## src/rtl/wf_pkg.sv

```systemverilog
// Shared types and default sizing for the waveform DPBRAM playback engine.
package wf_pkg;

  localparam int unsigned WF_ADDR_WIDTH  = 10;
  localparam int unsigned WF_DATA_WIDTH  = 16;
  localparam int unsigned WF_RAM_LATENCY = 2;
  localparam int unsigned WF_DEPTH       = 1 << WF_ADDR_WIDTH;

  typedef enum logic [2:0] {
    IDLE,
    FETCH,
    WAIT,
    HOLD,
    DONE
  } wf_state_t;

endpackage

```

## src/rtl/wf_dpbram_player.sv

```systemverilog
// Waveform playback: prefetches one DPBRAM sample ahead and releases it to
// the Core IP setpoint on each sample tick, in one-shot or loop mode.
module wf_dpbram_player
  import wf_pkg::*;
#(
  parameter int unsigned ADDR_WIDTH  = WF_ADDR_WIDTH,
  parameter int unsigned DATA_WIDTH  = WF_DATA_WIDTH,
  parameter int unsigned RAM_LATENCY = WF_RAM_LATENCY
) (
  input  logic                  i_clk,
  input  logic                  i_rst,
  input  logic                  i_wf_start,
  input  logic                  i_wf_loop,
  input  logic [31:0]           i_wf_max_cnt,
  input  logic                  i_wf_tick,
  output logic [ADDR_WIDTH-1:0] o_wf_ram_addr,
  output logic                  o_wf_ram_ce,
  output logic                  o_wf_ram_we,
  output logic [DATA_WIDTH-1:0] o_wf_ram_din,
  input  logic [DATA_WIDTH-1:0] i_wf_ram_dout,
  output logic [DATA_WIDTH-1:0] o_wf_data,
  output logic                  o_wf_data_valid,
  output logic [31:0]           o_wf_read_cnt,
  output logic                  o_wf_busy,
  output logic                  o_wf_done,
  output logic                  o_wf_underrun
);

  localparam int unsigned MW    = ADDR_WIDTH + 1;
  localparam int unsigned LW    = 3;
  localparam int unsigned DEPTH = 1 << ADDR_WIDTH;

  wf_state_t             state_q, state_d;
  logic                  start_q;
  logic [ADDR_WIDTH-1:0] addr_q, addr_d;
  logic [MW-1:0]         max_q, max_d;
  logic [LW-1:0]         lat_q, lat_d;
  logic [DATA_WIDTH-1:0] pref_q, pref_d;
  logic [DATA_WIDTH-1:0] data_q, data_d;
  logic                  valid_q, valid_d;
  logic [31:0]           cnt_q, cnt_d;
  logic                  under_q, under_d;
  logic                  ce_q, busy_q, done_q;

  logic          start_edge;
  logic [MW-1:0] max_clamp;
  logic          last_sample;

  assign start_edge  = i_wf_start & ~start_q;
  assign max_clamp   = (i_wf_max_cnt > DEPTH) ? MW'(DEPTH) : MW'(i_wf_max_cnt);
  assign last_sample = (MW'(addr_q) == (max_q - MW'(1)));

  // Next-state and datapath updates; abort (start low) outranks a same-cycle tick.
  always_comb begin
    state_d = state_q;
    addr_d  = addr_q;
    max_d   = max_q;
    lat_d   = lat_q;
    pref_d  = pref_q;
    data_d  = data_q;
    valid_d = 1'b0;
    cnt_d   = cnt_q;
    under_d = under_q;
    case (state_q)
      IDLE: begin
        if (start_edge) begin
          max_d   = max_clamp;
          cnt_d   = 32'd0;
          under_d = 1'b0;
          addr_d  = '0;
          state_d = (max_clamp == '0) ? DONE : FETCH;
        end
      end
      FETCH: begin
        if (i_wf_tick) under_d = 1'b1;
        if (!i_wf_start) begin
          state_d = IDLE;
        end else begin
          lat_d   = '0;
          state_d = WAIT;
        end
      end
      WAIT: begin
        if (i_wf_tick) under_d = 1'b1;
        if (!i_wf_start) begin
          state_d = IDLE;
        end else if (lat_q == LW'(RAM_LATENCY - 1)) begin
          pref_d  = i_wf_ram_dout;
          state_d = HOLD;
        end else begin
          lat_d = lat_q + LW'(1);
        end
      end
      HOLD: begin
        if (!i_wf_start) begin
          state_d = IDLE;
        end else if (i_wf_tick) begin
          data_d  = pref_q;
          valid_d = 1'b1;
          cnt_d   = cnt_q + 32'd1;
          if (!last_sample) begin
            addr_d  = addr_q + ADDR_WIDTH'(1);
            state_d = FETCH;
          end else if (i_wf_loop) begin
            addr_d  = '0;
            state_d = FETCH;
          end else begin
            state_d = DONE;
          end
        end
      end
      DONE: begin
        if (!i_wf_start) state_d = IDLE;
      end
      default: state_d = IDLE;
    endcase
  end

  // Status outputs are registered from the next state so they align with it.
  always_ff @(posedge i_clk or negedge i_rst) begin
    if (!i_rst) begin
      state_q <= IDLE;
      start_q <= 1'b0;
      addr_q  <= '0;
      max_q   <= '0;
      lat_q   <= '0;
      pref_q  <= '0;
      data_q  <= '0;
      valid_q <= 1'b0;
      cnt_q   <= 32'd0;
      under_q <= 1'b0;
      ce_q    <= 1'b0;
      busy_q  <= 1'b0;
      done_q  <= 1'b0;
    end else begin
      state_q <= state_d;
      start_q <= i_wf_start;
      addr_q  <= addr_d;
      max_q   <= max_d;
      lat_q   <= lat_d;
      pref_q  <= pref_d;
      data_q  <= data_d;
      valid_q <= valid_d;
      cnt_q   <= cnt_d;
      under_q <= under_d;
      ce_q    <= (state_d == FETCH);
      busy_q  <= (state_d == FETCH) || (state_d == WAIT) || (state_d == HOLD);
      done_q  <= (state_d == DONE);
    end
  end

  assign o_wf_ram_addr   = addr_q;
  assign o_wf_ram_ce     = ce_q;
  assign o_wf_ram_we     = 1'b0;
  assign o_wf_ram_din    = '0;
  assign o_wf_data       = data_q;
  assign o_wf_data_valid = valid_q;
  assign o_wf_read_cnt   = cnt_q;
  assign o_wf_busy       = busy_q;
  assign o_wf_done       = done_q;
  assign o_wf_underrun   = under_q;

endmodule

```

## config.mk

```make
export PLATFORM = sky130hd
export DESIGN_NAME = wf_dpbram_player
export DESIGN_NICKNAME = d
export VERILOG_FILES = /design/src/rtl/wf_pkg.sv /design/src/rtl/wf_dpbram_player.sv
export SDC_FILE = /design/constraint.sdc
export NUM_CORES = 1
export LEC_CHECK = 0
export BUFFER_PORTS_ARGS = -buffer_cell sky130_fd_sc_hd__buf_4
export CAP_MARGIN = 20
export CORE_MARGIN = 2
export CORE_UTILIZATION = 50
export CTS_CLUSTER_DIAMETER = 120
export DETAILED_ROUTE_END_ITERATION = 10
export PLACE_DENSITY = 0.73
export SETUP_SLACK_MARGIN = 0.3
export SYNTH_ARGS = -nofsm -noshare
export SYNTH_HDL_FRONTEND = slang
export SYNTH_SLANG_ARGS = --single-unit
```

## constraint.sdc

```tcl
create_clock -name i_clk -period 6.25 [get_ports i_clk]
set_input_delay 0.625 -clock i_clk [delete_from_list [all_inputs] [get_ports i_clk]]
set_output_delay 0.625 -clock i_clk [all_outputs]
set_load 0.02 [all_outputs]
```

==> impl_metrics.json, run 1 <==
{
  "status": "complete, no violations",
  "tightest_slew_ps": 704,
  "synth_top_family_by_area": "simple AND/OR/NAND/NOR gates",
  "grt_pass1_wl_mm": 17.4,
  "place.gp.congestion": 0.837,
  "yosysTopAreaCellShare_pct": 50.7,
  "ir_drop_v": 0.000160,
  "synthXorXnorAreaFrac_pct": 6.95,
  "synth_compound_area_share_pct": 10.5,
  "synth_top_cell_by_area": "dfrtp_1",
  "pin_count": 133,
  "wl_per_cell_um": 14.3,
  "power_density_nw_per_um2": 244,
  "start_util_pct": 51.6,
  "dp.cells": 712,
  "min_period_ps": 3030,
  "synthTopCellsByArea": "dfrtp_1 (51%), nand2_1 (6.3%), xor2_1 (5.5%)",
  "slew_headroom_pct": 52.5,
  "yosysWarnings": 0,
  "r2r_slack_ps": 3220,
  "grt_usage_pct": 21.2,
  "clock_skew_ps": 13.5,
  "grt_max_degree": 89,
  "hpwl_mm": 7.48,
  "htreeDepth": 3,
  "cts_hold_buf": 0,
  "drtPass1Iterations": 4,
  "async_reset_ff_share_pct": 100,
  "synth.mux.area_fraction_pct": 3.97,
  "r2r_end": "o_wf_ram_addr[2]",
  "reg2reg_from": "max_q[0]",
  "clk_latency_ps": 380,
  "cts.sinks": 97,
  "antenna_found_initial": 0,
  "avgSynthCellArea_sq_um": 9.92,
  "drcViolationCount": 0,
  "rows": 35,
  "die_area_sq_um": 10400,
  "ff2ff_path_depth": 9,
  "crit_arrival_ps": 3340,
  "worst_setup_path_start_kind": "flip-flop",
  "die_h_um": 102,
  "finalPower_w": 0.00144,
  "yosys.cell_types.count": 56,
  "end_kind": "flip-flop",
  "grt_pass1_vias": 3736,
  "grt_overflow": 0,
  "ant_nets": 0,
  "core_sq_um": 9280,
  "max_freq_mhz": 330,
  "ys_ff_latch": 97,
  "drtIter0Drc": 158,
  "io_buffers": 115,
  "synth-edff-count": 0,
  "nFillCells": 791,
  "synth_cells": 483,
  "syn_area_sq_um": 4790,
  "clock_path_buffers": 2,
  "diodes": 0,
  "period_share_pct": 48.5,
  "synthToLayoutAreaGrowth_pct": 23.7,
  "synthSimpleGateAreaFrac_pct": 21.3,
  "post_cts_buffers": 0,
  "via_per_inst": 5.22,
  "cts_made_buffers": 9,
  "fp.dieW_um": 102,
  "via_count": 3816,
  "setup_viol": 0,
  "timing.setup.tns_ps": 0,
  "layout.cells.non_filler": 731,
  "hp-class": "input pin to asynchronous set/reset pin",
  "synthAdderAreaFrac_pct": 1.31,
  "cts_tree": "built",
  "yosysSeqAreaShare_pct": 50.7,
  "post_cts_resized": 0,
  "p_leak_nw": 2.99,
  "hold_viol": 0,
  "cap_violations": 0,
  "synthFlopType": "dfrtp_1",
  "crit_required_ps": 6560,
  "drive_gt1_share_pct": 27.1,
  "cts_root_buf": "clkbuf_8",
  "crit_fanout": 10,
  "rsz0062_at_grt": "false",
  "worstSetupPathType": "flip-flop to flip-flop",
  "nets": 655,
  "clkTransAtPathRegs_ps": 110,
  "drt_wl_total_mm": 10.5,
  "drv_slew": 0
}
-- state kept, by name, indices dropped and copies added, names as in the netlist --
signal	cells
max_q	11
o_wf_busy	1
pref_q	16
o_wf_underrun	1
lat_q	3
start_q	1
o_wf_done	1
o_wf_data	16
o_wf_ram_addr	10
o_wf_read_cnt	32
state_q	3
o_wf_data_valid	1
o_wf_ram_ce	1
-- kinds of logic (layout without fill, tap and decap cells) --
kind of cell | Yosys count | after routing
AO/OA/AOI/OAI | 64 | 64
adder cells (fa/ha/maj) | 5 | 5
flip-flops | 97 | 97
XOR/XNOR | 38 | 38
buffers and inverters | 46 | 149
other | 1 | 17
AND/OR/NAND/NOR | 215 | 215
multiplexers | 17 | 17
-- metrics by stage --
| stage | setup slack, ps | hold slack [ps] | utilization (%) | instance area [sq um] |
|---|---|---|---|---|
| after CTS | 3240 | 31.8 | 63.4 | 5890 |
| final | 3220 | 44.4 | 63.9 | 5930 |
| after floorplan | 3470 | 329 | - | 4850 |
| after global placement | 3320 | 443 | 61.3 | 5690 |
| after global routing | 2860 | 32.8 | 63.9 | 5930 |
| after detailed placement | 3180 | 451 | 61.3 | 5690 |
-- cell usage in the layout, fill, tap and decap left out, types with 3 or more instances in the layout --
cell type  instances
o21ai_0           11
and3_1            10
a22o_1            13
xor2_1            30
clkbuf_8          10
a21bo_2            3
nand3_1           17
mux2_2            16
a21oi_1           11
nor3_1            10
buf_4            117
and4_1             3
conb_1            17
dfrtp_1           97
or3_1              5
ha_1               5
nand4_1           11
and2_1             4
xnor2_1            8
inv_1             12
nor2_1            48
nand2b_1           5
nand2_1           81
nor2b_1            4
nor4_1             7
-- worst max-delay path, stage by stage (launching register included) --
cell and delay (ps):
dfrtp_1 430, inv_1 100, ha_1 260, nor4b_1 560, a21boi_0 180, nand4b_1 170
o211ai_2 150, a211oi_2 570, and2_1 370, a31o_2 190
-- power breakdown --
group | total (W) | internal (W) | switching (W) | leakage (nW)
Sequential | 0.000768 | 0.000713 | 0.0000544 | 1.31
Clock | 0.000403 | 0.000165 | 0.000238 | 0.0982
Combinational | 0.000273 | 0.000129 | 0.000144 | 1.58
Total | 0.00144 | 0.00101 | 0.000436 | 2.99
-- synth_stat cells (2+ instances only) --
library cell,instances
buf_4,17
o21ai_0,11
xnor2_1,8
inv_1,12
ha_1,5
o31ai_1,2
mux2_2,16
nand2_1,81
or3_1,5
a21oi_1,11
or4_1,2
a22o_1,13
and3_1,10
o311ai_1,2
a211oi_2,2
and2_1,4
and4_1,3
dfrtp_1,97
nand4_1,11
o21a_1,2
xor2_1,30
nor4_1,7
a221o_1,2
nor2b_1,4
nand3_1,17
nand3b_1,2
nor2_1,48
a211oi_1,2
nor3_1,10
nand2b_1,5
buf_6,2
a21bo_2,3
nor4b_1,2
clkbuf_1,13
-- layout make-up --
type	instances	area [sq um]	share of cell area, %
clock buffers	10	138	2.32
clock inverters	6	61.3	1.03
inverters	13	48.8	0.823
multi-input cells	356	2170	36.7
flip-flops and latches	97	2430	40.9
well taps	129	161	2.72
repair buffers	120	918	15.5
-- routing by layer --
metal  vias to the layer above  track usage [%]  wire length (um)
met2                       125             34.1              4950
met4                         0             7.69               210
li1                       1860                -                 -
met5                         -                0                 0
met1                      1811             27.4              4510
met3                        20             6.43               811
-- worst max-delay path by stage --
stage,end,cells after the start,from,slack (ps)
3_3_place_gp,max_q[2],5,i_wf_max_cnt[28],3320
4_1_cts,o_wf_ram_addr[5],9,max_q[0],3240
2_1_floorplan,o_wf_ram_addr[9],10,max_q[0],3470
5_1_grt,o_wf_ram_addr[4],9,max_q[0],2860
3_5_place_dp,o_wf_read_cnt[24],7,i_wf_start,3180
6_report,o_wf_ram_addr[2],9,max_q[0],3220
Note: power is estimated with default switching activity, not from simulation.
==> run 2, diff against run 1 <==
--- a/config.mk
+++ b/config.mk
@@ -8,10 +8,10 @@
 export BUFFER_PORTS_ARGS = -buffer_cell sky130_fd_sc_hd__buf_4
 export CAP_MARGIN = 20
 export CORE_MARGIN = 2
-export CORE_UTILIZATION = 50
+export CORE_UTILIZATION = 47
 export CTS_CLUSTER_DIAMETER = 120
 export DETAILED_ROUTE_END_ITERATION = 10
-export PLACE_DENSITY = 0.73
+export PLACE_DENSITY = 0.72
 export SETUP_SLACK_MARGIN = 0.3
 export SYNTH_ARGS = -nofsm -noshare
 export SYNTH_HDL_FRONTEND = slang
==> constraint.sdc (replaced) <==
create_clock -name i_clk -period 2.6 [get_ports i_clk]
set_input_delay 0.26 -clock i_clk [delete_from_list [all_inputs] [get_ports i_clk]]
set_output_delay 0.26 -clock i_clk [all_outputs]
set_load 0.02 [all_outputs]
==> impl_metrics.json, run 2 (same netlist as run 1, synthesis figures left out) <==
{
  "timing.setup.tns_ps": 0,
  "fin_util_pct": 63.8,
  "rows": 36,
  "setup_viol": 0,
  "htreeDepth": 3,
  "rsz0062_at_grt": "true",
  "clkTransAtPathRegs_ps": 90,
  "cts_made_buffers": 9,
  "drtPass1Iterations": 4,
  "hp-class": "input pin to flip-flop",
  "die_area_sq_um": 11000,
  "die_h_um": 105,
  "drtIter0Drc": 134,
  "drt_wl_total_mm": 11.5,
  "dp.cells": 735,
  "via_count": 4004,
  "cts_tree": "built",
  "power_density_nw_per_um2": 571,
  "grt_overflow": 0,
  "fp.dieW_um": 105,
  "core_sq_um": 9820,
  "ant_nets": 0,
  "drcViolationCount": 0,
  "start_util_pct": 48.8,
  "drive_gt1_share_pct": 32.6,
  "r2r_slack_ps": 10,
  "end_kind": "flip-flop",
  "grt_max_degree": 57,
  "final_common_cell": "buf_4",
  "crit_required_ps": 2860,
  "mostFrequentLayoutCells": "buf_4 (139), dfrtp_1 (97), nand2_1 (80)",
  "io_buffers": 115,
  "period_share_pct": 99.5,
  "cts.sinks": 97,
  "hold_viol": 0,
  "clock_path_buffers": 2,
  "max_freq_mhz": 386,
  "hp-start": "i_wf_start",
  "ir_drop_v": 0.000501,
  "worst_setup_path_start_kind": "flip-flop",
  "pin_count": 133,
  "p_leak_nw": 3.15,
  "crit_start": "max_q[1]",
  "reg2reg_from": "max_q[1]",
  "crit_fanout": 5,
  "grt_pass1_vias": 3947,
  "antenna_found_initial": 0,
  "clk_latency_ps": 370,
  "crit_arrival_ps": 2840,
  "clock_skew_ps": 12.2,
  "tightest_slew_ps": 587,
  "nFillCells": 824,
  "place.gp.congestion": 0.836,
  "synthToLayoutAreaGrowth_pct": 30.7,
  "cap_violations": 0,
  "hpwl_mm": 8.31,
  "cts_root_buf": "clkbuf_8",
  "nets": 678,
  "grt_pass1_wl_mm": 18.6,
  "drv_slew": 0,
  "via_per_inst": 5.28,
  "largest_reg_flops": 32,
  "slew_headroom_pct": 60.6,
  "status": "complete, no violations",
  "wl_per_cell_um": 15.2,
  "hold-worst-slack_ps": 28.1,
  "worstSetupPathType": "flip-flop to flip-flop",
  "diodes": 0,
  "layout.cells.non_filler": 758,
  "grt_usage_pct": 20.9,
  "finalPower_w": 0.00358,
  "min_period_ps": 2590
}
==> run 2: worst paths after layout <==
check                                    to  depth (start not counted)
setup / recovery           o_wf_ram_addr[7]                         11
max in group asynchronous      o_wf_data[4]                          3
hold reg to reg                o_wf_data[4]                          2
setup reg to reg           o_wf_ram_addr[7]                         11
hold / removal                      start_q                          1
min in group asynchronous     o_wf_data[13]                          2
==> run 2: power by group <==
group | switching [W] | total (W) | internal [W]
registers | 0.000136 | 0.00185 | 0.00171
logic | 0.000368 | 0.000697 | 0.000329
clock network | 0.000548 | 0.00103 | 0.000479
total | 0.00105 | 0.00358 | 0.00252
==> run 2: repair_timing <==
action                                  4_1_cts  5_1_grt
gates resized for setup                       2       18
hold buffers                                  1        0
setup buffers                                 2        3
endpoints found under the setup margin       21       32
hold endpoints to repair                     41        0
pin swaps                                     6        5
gates cloned                                  1        0
==> run 2: stage by stage <==
stage	cell area (sq um)	setup slack [ps]
after global placement	5890	29.7
after CTS	6140	5.63
after global routing	6260	-82.6
final	6260	12.6
after detailed placement	5890	-13.9
after floorplan	4890	-49.0
==> run 2: worst max-delay path, stage by stage (launching register included) <==
cell	delay [ps]
dfrtp_1	390
inv_2	80
ha_4	120
or4b_4	460
a211oi_2	180
o21bai_2	110
a2111oi_4	280
buf_4	200
a211oi_4	90
buf_6	150
a21bo_2	190
a22o_1	230
==> run 2: per-layer routing <==
layer / GRT usage (%) / vias up / share of wire (%)
met5: 0 / - / 0
met4: 7.81 / 0 / 1.7
met3: 5.24 / 17 / 5.7
met2: 35.2 / 101 / 49
met1: 25.9 / 1975 / 43
li1: - / 1911 / -
==> run 2: final cells by class <==
cell class,instances,area (sq um),area share (%)
Sequential cell,97,2430,38.8
Clock inverter,5,61.3,0.979
Timing Repair Buffer,142,1080,17.3
Tap cell,133,166,2.66
Inverter,13,48.8,0.779
Clock buffer,11,141,2.26
Multi-Input combinational cell,357,2330,37.2
